$ cat src/rtl/spm_pkg.sv
// spm_pkg: shared sizes and loader state encoding for the RISC_SPM memory path
package spm_pkg;
   localparam int spm_word_size = 8;
   localparam int spm_addr_size = 8;
   typedef enum logic [2:0] {IDLE, FLUSH, HDR_ADDR, HDR_CNT, DATA, RELEASE, DONE} loader_state_t;
endpackage

$ cat src/rtl/spm_program_loader.sv
// spm_program_loader: streams address/count/data segments into SPM memory, holding the CPU in reset until loaded
module spm_program_loader
   import spm_pkg::*;
#(
   parameter int word_size = spm_word_size,
   parameter int addr_size = spm_addr_size,
   parameter int mem_depth = 2**addr_size,
   parameter bit flush_en  = 1'b1
) (
   input  logic                 clk,
   input  logic                 rst,
   input  logic                 start,
   input  logic                 s_valid,
   output logic                 s_ready,
   input  logic [word_size-1:0] s_data,
   output logic                 mem_we,
   output logic [addr_size-1:0] mem_addr,
   output logic [word_size-1:0] mem_wdata,
   output logic                 cpu_rst,
   output logic                 busy,
   output logic                 done,
   output logic                 err
);
   localparam logic [addr_size-1:0] last_addr = addr_size'(mem_depth - 1);
   loader_state_t state;
   logic [addr_size-1:0] ptr;
   logic [word_size-1:0] rem;
   assign s_ready = state inside {HDR_ADDR, HDR_CNT, DATA};
   assign busy    = !(state inside {IDLE, DONE});
   always_ff @(posedge clk or negedge rst) begin
      if (!rst) begin
         state     <= IDLE;
         ptr       <= '0;
         rem       <= '0;
         mem_we    <= 1'b0;
         mem_addr  <= '0;
         mem_wdata <= '0;
         cpu_rst   <= 1'b0;
         done      <= 1'b0;
         err       <= 1'b0;
      end else begin
         mem_we <= 1'b0;
         case (state)
            IDLE, DONE: if (start) begin
               state   <= flush_en ? FLUSH : HDR_ADDR;
               ptr     <= '0;
               done    <= 1'b0;
               err     <= 1'b0;
               cpu_rst <= 1'b0;
            end
            FLUSH: begin
               mem_we    <= 1'b1;
               mem_addr  <= ptr;
               mem_wdata <= '0;
               ptr       <= ptr + 1'b1;
               if (ptr == last_addr) state <= HDR_ADDR;
            end
            HDR_ADDR: if (s_valid) begin
               ptr   <= addr_size'(s_data);
               state <= HDR_CNT;
            end
            HDR_CNT: if (s_valid) begin
               rem   <= s_data;
               state <= (s_data == '0) ? RELEASE : DATA;
            end
            DATA: if (s_valid) begin
               mem_we    <= 1'b1;
               mem_addr  <= ptr;
               mem_wdata <= s_data;
               ptr       <= ptr + 1'b1;
               rem       <= rem - 1'b1;
               // wrapping is only an error if more bytes still need a home
               if (ptr == last_addr && rem != word_size'(1)) err <= 1'b1;
               if (rem == word_size'(1)) state <= HDR_ADDR;
            end
            RELEASE: begin
               state   <= DONE;
               cpu_rst <= 1'b1;
               done    <= 1'b1;
            end
            default: state <= IDLE;
         endcase
      end
   end
endmodule

$ cat config.mk
export PLATFORM = sky130hd
export DESIGN_NAME = spm_program_loader
export DESIGN_NICKNAME = d
export VERILOG_FILES = /design/src/rtl/spm_pkg.sv /design/src/rtl/spm_program_loader.sv
export SDC_FILE = /design/constraint.sdc
export NUM_CORES = 1
export LEC_CHECK = 0
export CAP_MARGIN = 30
export CORE_MARGIN = 3
export CORE_UTILIZATION = 48
export DETAILED_ROUTE_END_ITERATION = 8
export GPL_TIMING_DRIVEN = 0
export PLACE_DENSITY_LB_ADDON = 0.15
export SLEW_MARGIN = 5
export SYNTH_ARGS = -nofsm -noshare
export SYNTH_HDL_FRONTEND = slang
export SYNTH_SLANG_ARGS = --single-unit
$ cat constraint.sdc
create_clock -name clk -period 1.67 [get_ports clk]
set_input_delay 0.2505 -clock clk [delete_from_list [all_inputs] [get_ports clk]]
set_output_delay 0.2505 -clock clk [all_outputs]
set_load 0.1 [all_outputs]
==> reports/qor.yml, run 1 <==
cells_and_area:
  drive_gt1_share_pct: 38.31
  nNetsFinal: 309
  multi_input_area_um2: 1174
  n_fill_cell: 254
  seqCellArea_um2: 955.9
  synthToLayoutAreaGrowth_pct: 50.75
  final_area_um2: 3152
  diodes: 0
sta:
  slew_headroom_pct: 63.40
  finalSetupTns_ns: -1.300
  setup_viol: 15
  rsz0062_at_grt: "yes"
  max_clock_freq_mhz: 520.2
  finalCriticalPeriod_ns: 1.922
  drv_slew: 0
  min_period_over_period_pct: 115.1
  finalWorstSetupSlack_ns: -0.2524
  hold_viol: 0
  fin_skew_ns: 0.01151
  worst_pin_slew_ns: 0.5516
logic_synthesis:
  synthCells: 224
  syn_area_per_cell_um2: 9.334
  ys.flop_type: "dfrtp_1"
  netlist_area_um2: 2091
  synth-seq-cells: 38
  ys_top_cells_by_count: "dfrtp_1 (38), nand2_1 (28), nor2_1 (21)"
  yosysWarnings: 0
  async_flop_share_pct: 100.0
  synth_nets: 239
  yosysTopAreaCellShare_pct: 45.48
  synth_edf_count: 0
  synth_cell_types: 49
  synthTopCellsByArea: "dfrtp_1 (45%), nand2_1 (5.0%), o21ai_0 (4.1%)"
  synth_area_leader_cell: "dfrtp_1"
  synth-seq-area-share_pct: 45.48
  yosysMostFrequentCell: "dfrtp_1"
placed_design:
  portBuffers: 32
  gp_congestion: 0.8607
  dp_hpwl_mm: 3.398
  place_area_um2: 2496
floorplan:
  core_area_um2: 4115
  fp-row-count: 23
  die_w_um: 72
  fp.dieH_um: 72
  num_io_pins: 34
  dieArea_um2: 5184
  start_util_pct: 50.81
critical_path:
  crit_fanout: 7
  cp-endpoint: "state[1]"
  start_kind: "flip-flop"
  worst_path_max_delay_cell: "dfrtp_2"
  crit_required_ns: 1.86
  r2r_setup_slack_ns: -0.25
  cp_num_buf_inv: 2
  cp_cell_sequence: "buf_4 > clkinvlp_4 > a31o_2 > a2111oi_4 > o21ai_1 > xnor2_1"
  critPathKind: "reg -> reg"
  reg2reg_from: "state[0]"
  r2r_cells: 6
  rr_endpoint: "state[1]"
  crit_family: "compound AO/OA/AOI/OAI gates"
  startpoint: "state[0]"
  max_stage_delay_ns: 0.44
  end_kind: "flip-flop"
  crit_arrival_ns: 2.11
  worst-path-stages: 6
clock_network:
  ctsHtreeMaxLevel: 2
  root_buffer: "clkbuf_8"
  tritoncts: "yes"
  cts_buffers: 5
  insertion_delay_ns: 0.30
  clkSlewWorstSetupHoldPaths_ns: 0.09
  clock_path_buffers: 2
  clkSinkCount: 38
detailed_routing:
  drt-initial-drc-count: 215
  vias: 2082
  wire_per_inst_um: 18.57
  vias_per_cell: 6.035
  firstDrtPassIters: 5
  antenna_left: 0
  route.final.wire_length_mm: 6.406
  drc: 0
global_routing:
  globalRouteTotalUtil_pct: 22.67
  antenna_found_initial: 0
  grt_pass1_wl_mm: 9.066
  overflow: 0
  grt_max_degree: 32
  first_global_vias: 1838
worst_hold_path:
  hp-class: "in -> async"
job:
  max_cap_viol_count: 0
outcome:
  status: "finished, violations left"
  violations: "negative setup slack"
-- worst min-delay path by stage --
stage	startpoint	to	slack [ns]	depth (start not counted)
global route	rst	done	0.37	2
finish	rst	done	0.34	2
floorplan	rst	done	-0.05	0
detailed placement	rst	done	0.12	1
global placement	mem_addr[4]	mem_addr[4]	0.46	2
CTS	rst	done	0.34	2
-- state kept, by name, indices dropped and copies added (netlist names) --
register / count
mem_we: 1
state: 3
err: 1
mem_wdata: 8
ptr: 8
mem_addr: 8
rem: 8
done: 1
-- cell usage in the layout, fill, tap and decap left out, types with 9 or more instances in the layout --
master / instances
dfrtp_1: 34
buf_6: 12
nand2_1: 27
buf_4: 24
nor2_1: 19
clkdlybuf4s15_2: 20
a21oi_1: 10
clkdlybuf4s50_1: 9
o21ai_1: 11
-- metal layers --
| metal | up-vias | routed length, um | global-route usage (%) | share of wire (%) |
|---|---|---|---|---|
| met2 | 111 | 2917 | 33.78 | 46 |
| li1 | 949 | - | - | - |
| met4 | 0 | 188 | 10.65 | 2.9 |
| met5 | - | 0 | 0 | 0 |
| met3 | 27 | 437 | 5.540 | 6.8 |
| met1 | 995 | 2863 | 31.18 | 45 |
-- stage by stage --
step	utilization (%)	hold WS [ns]	setup WS, ns	cells
after detailed placement	60.66	0.1210	-0.7943	307
after CTS	69.57	0.3445	-0.1659	329
after global placement	60.29	0.4580	-0.7905	306
after global routing	76.59	0.3705	-0.2833	345
after floorplan	-	-0.04509	-0.1445	224
final	76.59	0.3356	-0.2524	345
-- kinds of logic (layout without fill, tap and decap cells) --
group / after synthesis / in the layout / share of synthesized area [%]
XOR/XNOR: 1 / 1 / 0.4190
AND/OR/NAND/NOR: 84 / 84 / 20.35
flip-flops: 38 / 38 / 45.48
adder cells (fa/ha/maj): 3 / 3 / 1.796
buffers and inverters: 23 / 94 / 6.463
multiplexers: 3 / 3 / 1.496
AO/OA/AOI/OAI: 72 / 72 / 24.00
-- area by class of cell --
class,count,share of cell area [%]
Tap cell,50,1.985
Inverter,10,1.310
Clock inverter,2,1.906
Clock buffer,6,2.620
Multi-Input combinational cell,163,37.24
Sequential cell,38,30.33
Buffer,12,3.851
Timing Repair Buffer,64,20.76
-- what timing repair did --
item | 4_1_cts | 5_1_grt
hold buffers | 1 | 0
pin swaps | 5 | 18
resized for setup | 99 | 50
gates cloned | 0 | 2
setup endpoints to repair | 45 | 35
setup buffers | 13 | 15
hold endpoints to repair | 7 | 0
Power of run 1 is left out: the tool's default activity adds up to more than one toggle a clock period on the data nets, which glitch-free logic cannot reach.
==> run 2: changes to the inputs <==
CORE_UTILIZATION = 53   (was 48)
PLACE_DENSITY = 0.9   (was default)
PLACE_DENSITY_LB_ADDON = default   (was 0.15)
clock period = 2.07 ns   (was 1.67 ns; I/O delays follow)
==> run 2 against run 1 <==
  * The run now ends clean
  * Routed wire length is 23% lower
  * Utilization is 8.4 points lower
  * Clock skew is 0.0075 ns lower
==> reports/qor.yml, run 2 (synthesis results as in run 1) <==
outcome:
  status: "completed"
floorplan:
  fp.dieH_um: 68.81  # -4.4%
  fp-row-count: 22  # -4.3%
  core_area_um2: 3744  # -9.0%
  die_w_um: 68.81  # -4.4%
  num_io_pins: 34  # unchanged
  start_util_pct: 55.85  # +5.0 points
  dieArea_um2: 4734  # -8.7%
detailed_routing:
  highest_layer: "met4"
  vias: 1897  # -8.9%
  vias_per_cell: 6.080  # +0.75%
  drt-met1-wl_mm: 2.054  # -28%
  antenna_left: 0  # unchanged
  wl_met2_mm: 2.395  # -18%
  firstDrtPassIters: 4  # -1
  dr_wl_met3_um: 454  # +3.9%
  drt-initial-drc-count: 112  # -48%
  wire_per_inst_um: 15.89  # -14%
  drc: 0  # unchanged
  route.final.wire_length_mm: 4.959  # -23%
cells_and_area:
  synthToLayoutAreaGrowth_pct: 22.02
  diodes: 0  # unchanged
  nNetsFinal: 278  # -10%
  final_common_cell: "dfrtp_1"
  drive_gt1_share_pct: 11.74  # -27 points
  final_cell_mix: "dfrtp_1 (38), nand2_1 (28), nor2_1 (21), dlygate4sd2_1 (19), o21ai_0 (17)"
critical_path:
  crit_required_ns: 1.76  # -0.10 ns
  crit_arrival_ns: 1.69  # -0.42 ns
  start_kind: "flip-flop"
  crit_fanout: 10  # +3
  end_kind: "primary output"
  critPathKind: "reg -> out"
placed_design:
  gp_congestion: 0.9102  # +5.8%
  dp_hpwl_mm: 3.434  # +1.1%
  place_ws_ns: -0.4820  # +0.3123 ns
  portBuffers: 32  # unchanged
sta:
  finalWorstSetupSlack_ns: 0.07398  # +0.3264 ns
  min_period_over_period_pct: 96.43
  rsz0062_at_grt: "no"
  finalCriticalPeriod_ns: 1.996
  fin_skew_ns: 0.004032  # -0.007479 ns
  setup_viol: 0  # -15
  hold_viol: 0  # unchanged
  max_clock_freq_mhz: 501.0
  drv_slew: 0  # unchanged
  worst_pin_slew_ns: 0.9705  # +0.4189 ns
  slew_headroom_pct: 35.56  # -28 points
clock_network:
  insertion_delay_ns: 0.29  # about the same
  cts_hold_buf: 0  # -1
  tritoncts: "yes"
  clkSinkCount: 38  # unchanged
  root_buffer: "clkbuf_8"
  ctsHtreeMaxLevel: 2  # unchanged
  clkSlewWorstSetupHoldPaths_ns: 0.08  # about the same
  cts_setup_buffers: 0  # -13
  clock_path_buffers: 2  # unchanged
  cts_buffers: 5  # unchanged
global_routing:
  antenna_found_initial: 0  # unchanged
  grt_max_degree: 39  # +22%
  globalRouteTotalUtil_pct: 23.48  # +0.81 points
  grt_pass1_wl_mm: 8.176  # -9.8%
  overflow: 0  # unchanged
  first_global_vias: 1720  # -6.4%
job:
  max_cap_viol_count: 0  # unchanged
worst_hold_path:
  hp-class: "in -> async"
## run 2: changes by cell type in the layout (fill, tap and decap cells not counted), moves of 5 or more
cell / change
buf_4: -20
clkdlybuf4s15_2: -20
dlygate4sd2_1: +19
o21ai_0: +9
buf_6: -7
o21ai_1: -6
buf_12: -5
## run 2: through the flow
stage / area (um^2) / setup TNS, ns / util (%) / hold slack [ns] / cells
after floorplan: 2092 / 0 / - / 0.01491 / 224
after global placement: 2472 / -8.058 / 66.04 / 0.4577 / 304
after detailed placement: 2467 / -0.9375 / 65.91 / 0.4626 / 304
after CTS: 2534 / 0 / 67.68 / 0.1445 / 312
after global routing: 2551 / 0 / 68.15 / 0.1706 / 312
final: 2551 / 0 / 68.15 / 0.1078 / 312
## run 2: path summary, 6_finish.rpt
kind,slack (ns),to,depth (start not counted),from
min in group clk,0.47,mem_addr[6],2,mem_addr[6]
max in group asynchronous,1.44,rem[7],1,rst
setup / recovery,0.07,s_ready,5,state[1]
setup reg to reg,0.12,err,7,state[1]
hold / removal,0.11,rem[4],1,rst
hold reg to reg,0.47,mem_addr[6],2,mem_addr[6]
## run 2: critical path, cell delays in order, from the launching register on
cell and delay, ns:
dfrtp_1 0.37, buf_6 0.14, or3b_1 0.40, buf_6 0.16, nand2_1 0.10, buf_6 0.23
## run 2: what timing repair did
item	4_1_cts	5_1_grt
cloned	0	0
gates resized for setup	31	5
endpoints found under the setup margin	21	3
## run 2: cell type report
cell class              instances  area (um^2)
fillers                       317         1192
multi-input cells             163         1010
flip-flops and latches         38        950.9
repair buffers                 32        300.3
plain buffers                  13        97.59
clock buffers                   6        82.58
well taps                      48        60.06
inverters                      10        37.54
clock inverters                 2        12.51
## run 2: layer usage
metal	global-route usage, %	vias to the layer above
li1	-	889
met1	31.60	916
met2	34.92	86
met3	8.266	6
met4	8.516	0
met5	0	-
Power of run 2 is left out for the same reason.
==> run 3: changes to the inputs <==
SLEW_MARGIN = default   (was 5)
==> results of run 3 <==
Final layout, timing and power as in run 2 (identical DEF).
Power of run 3 is left out for the same reason.
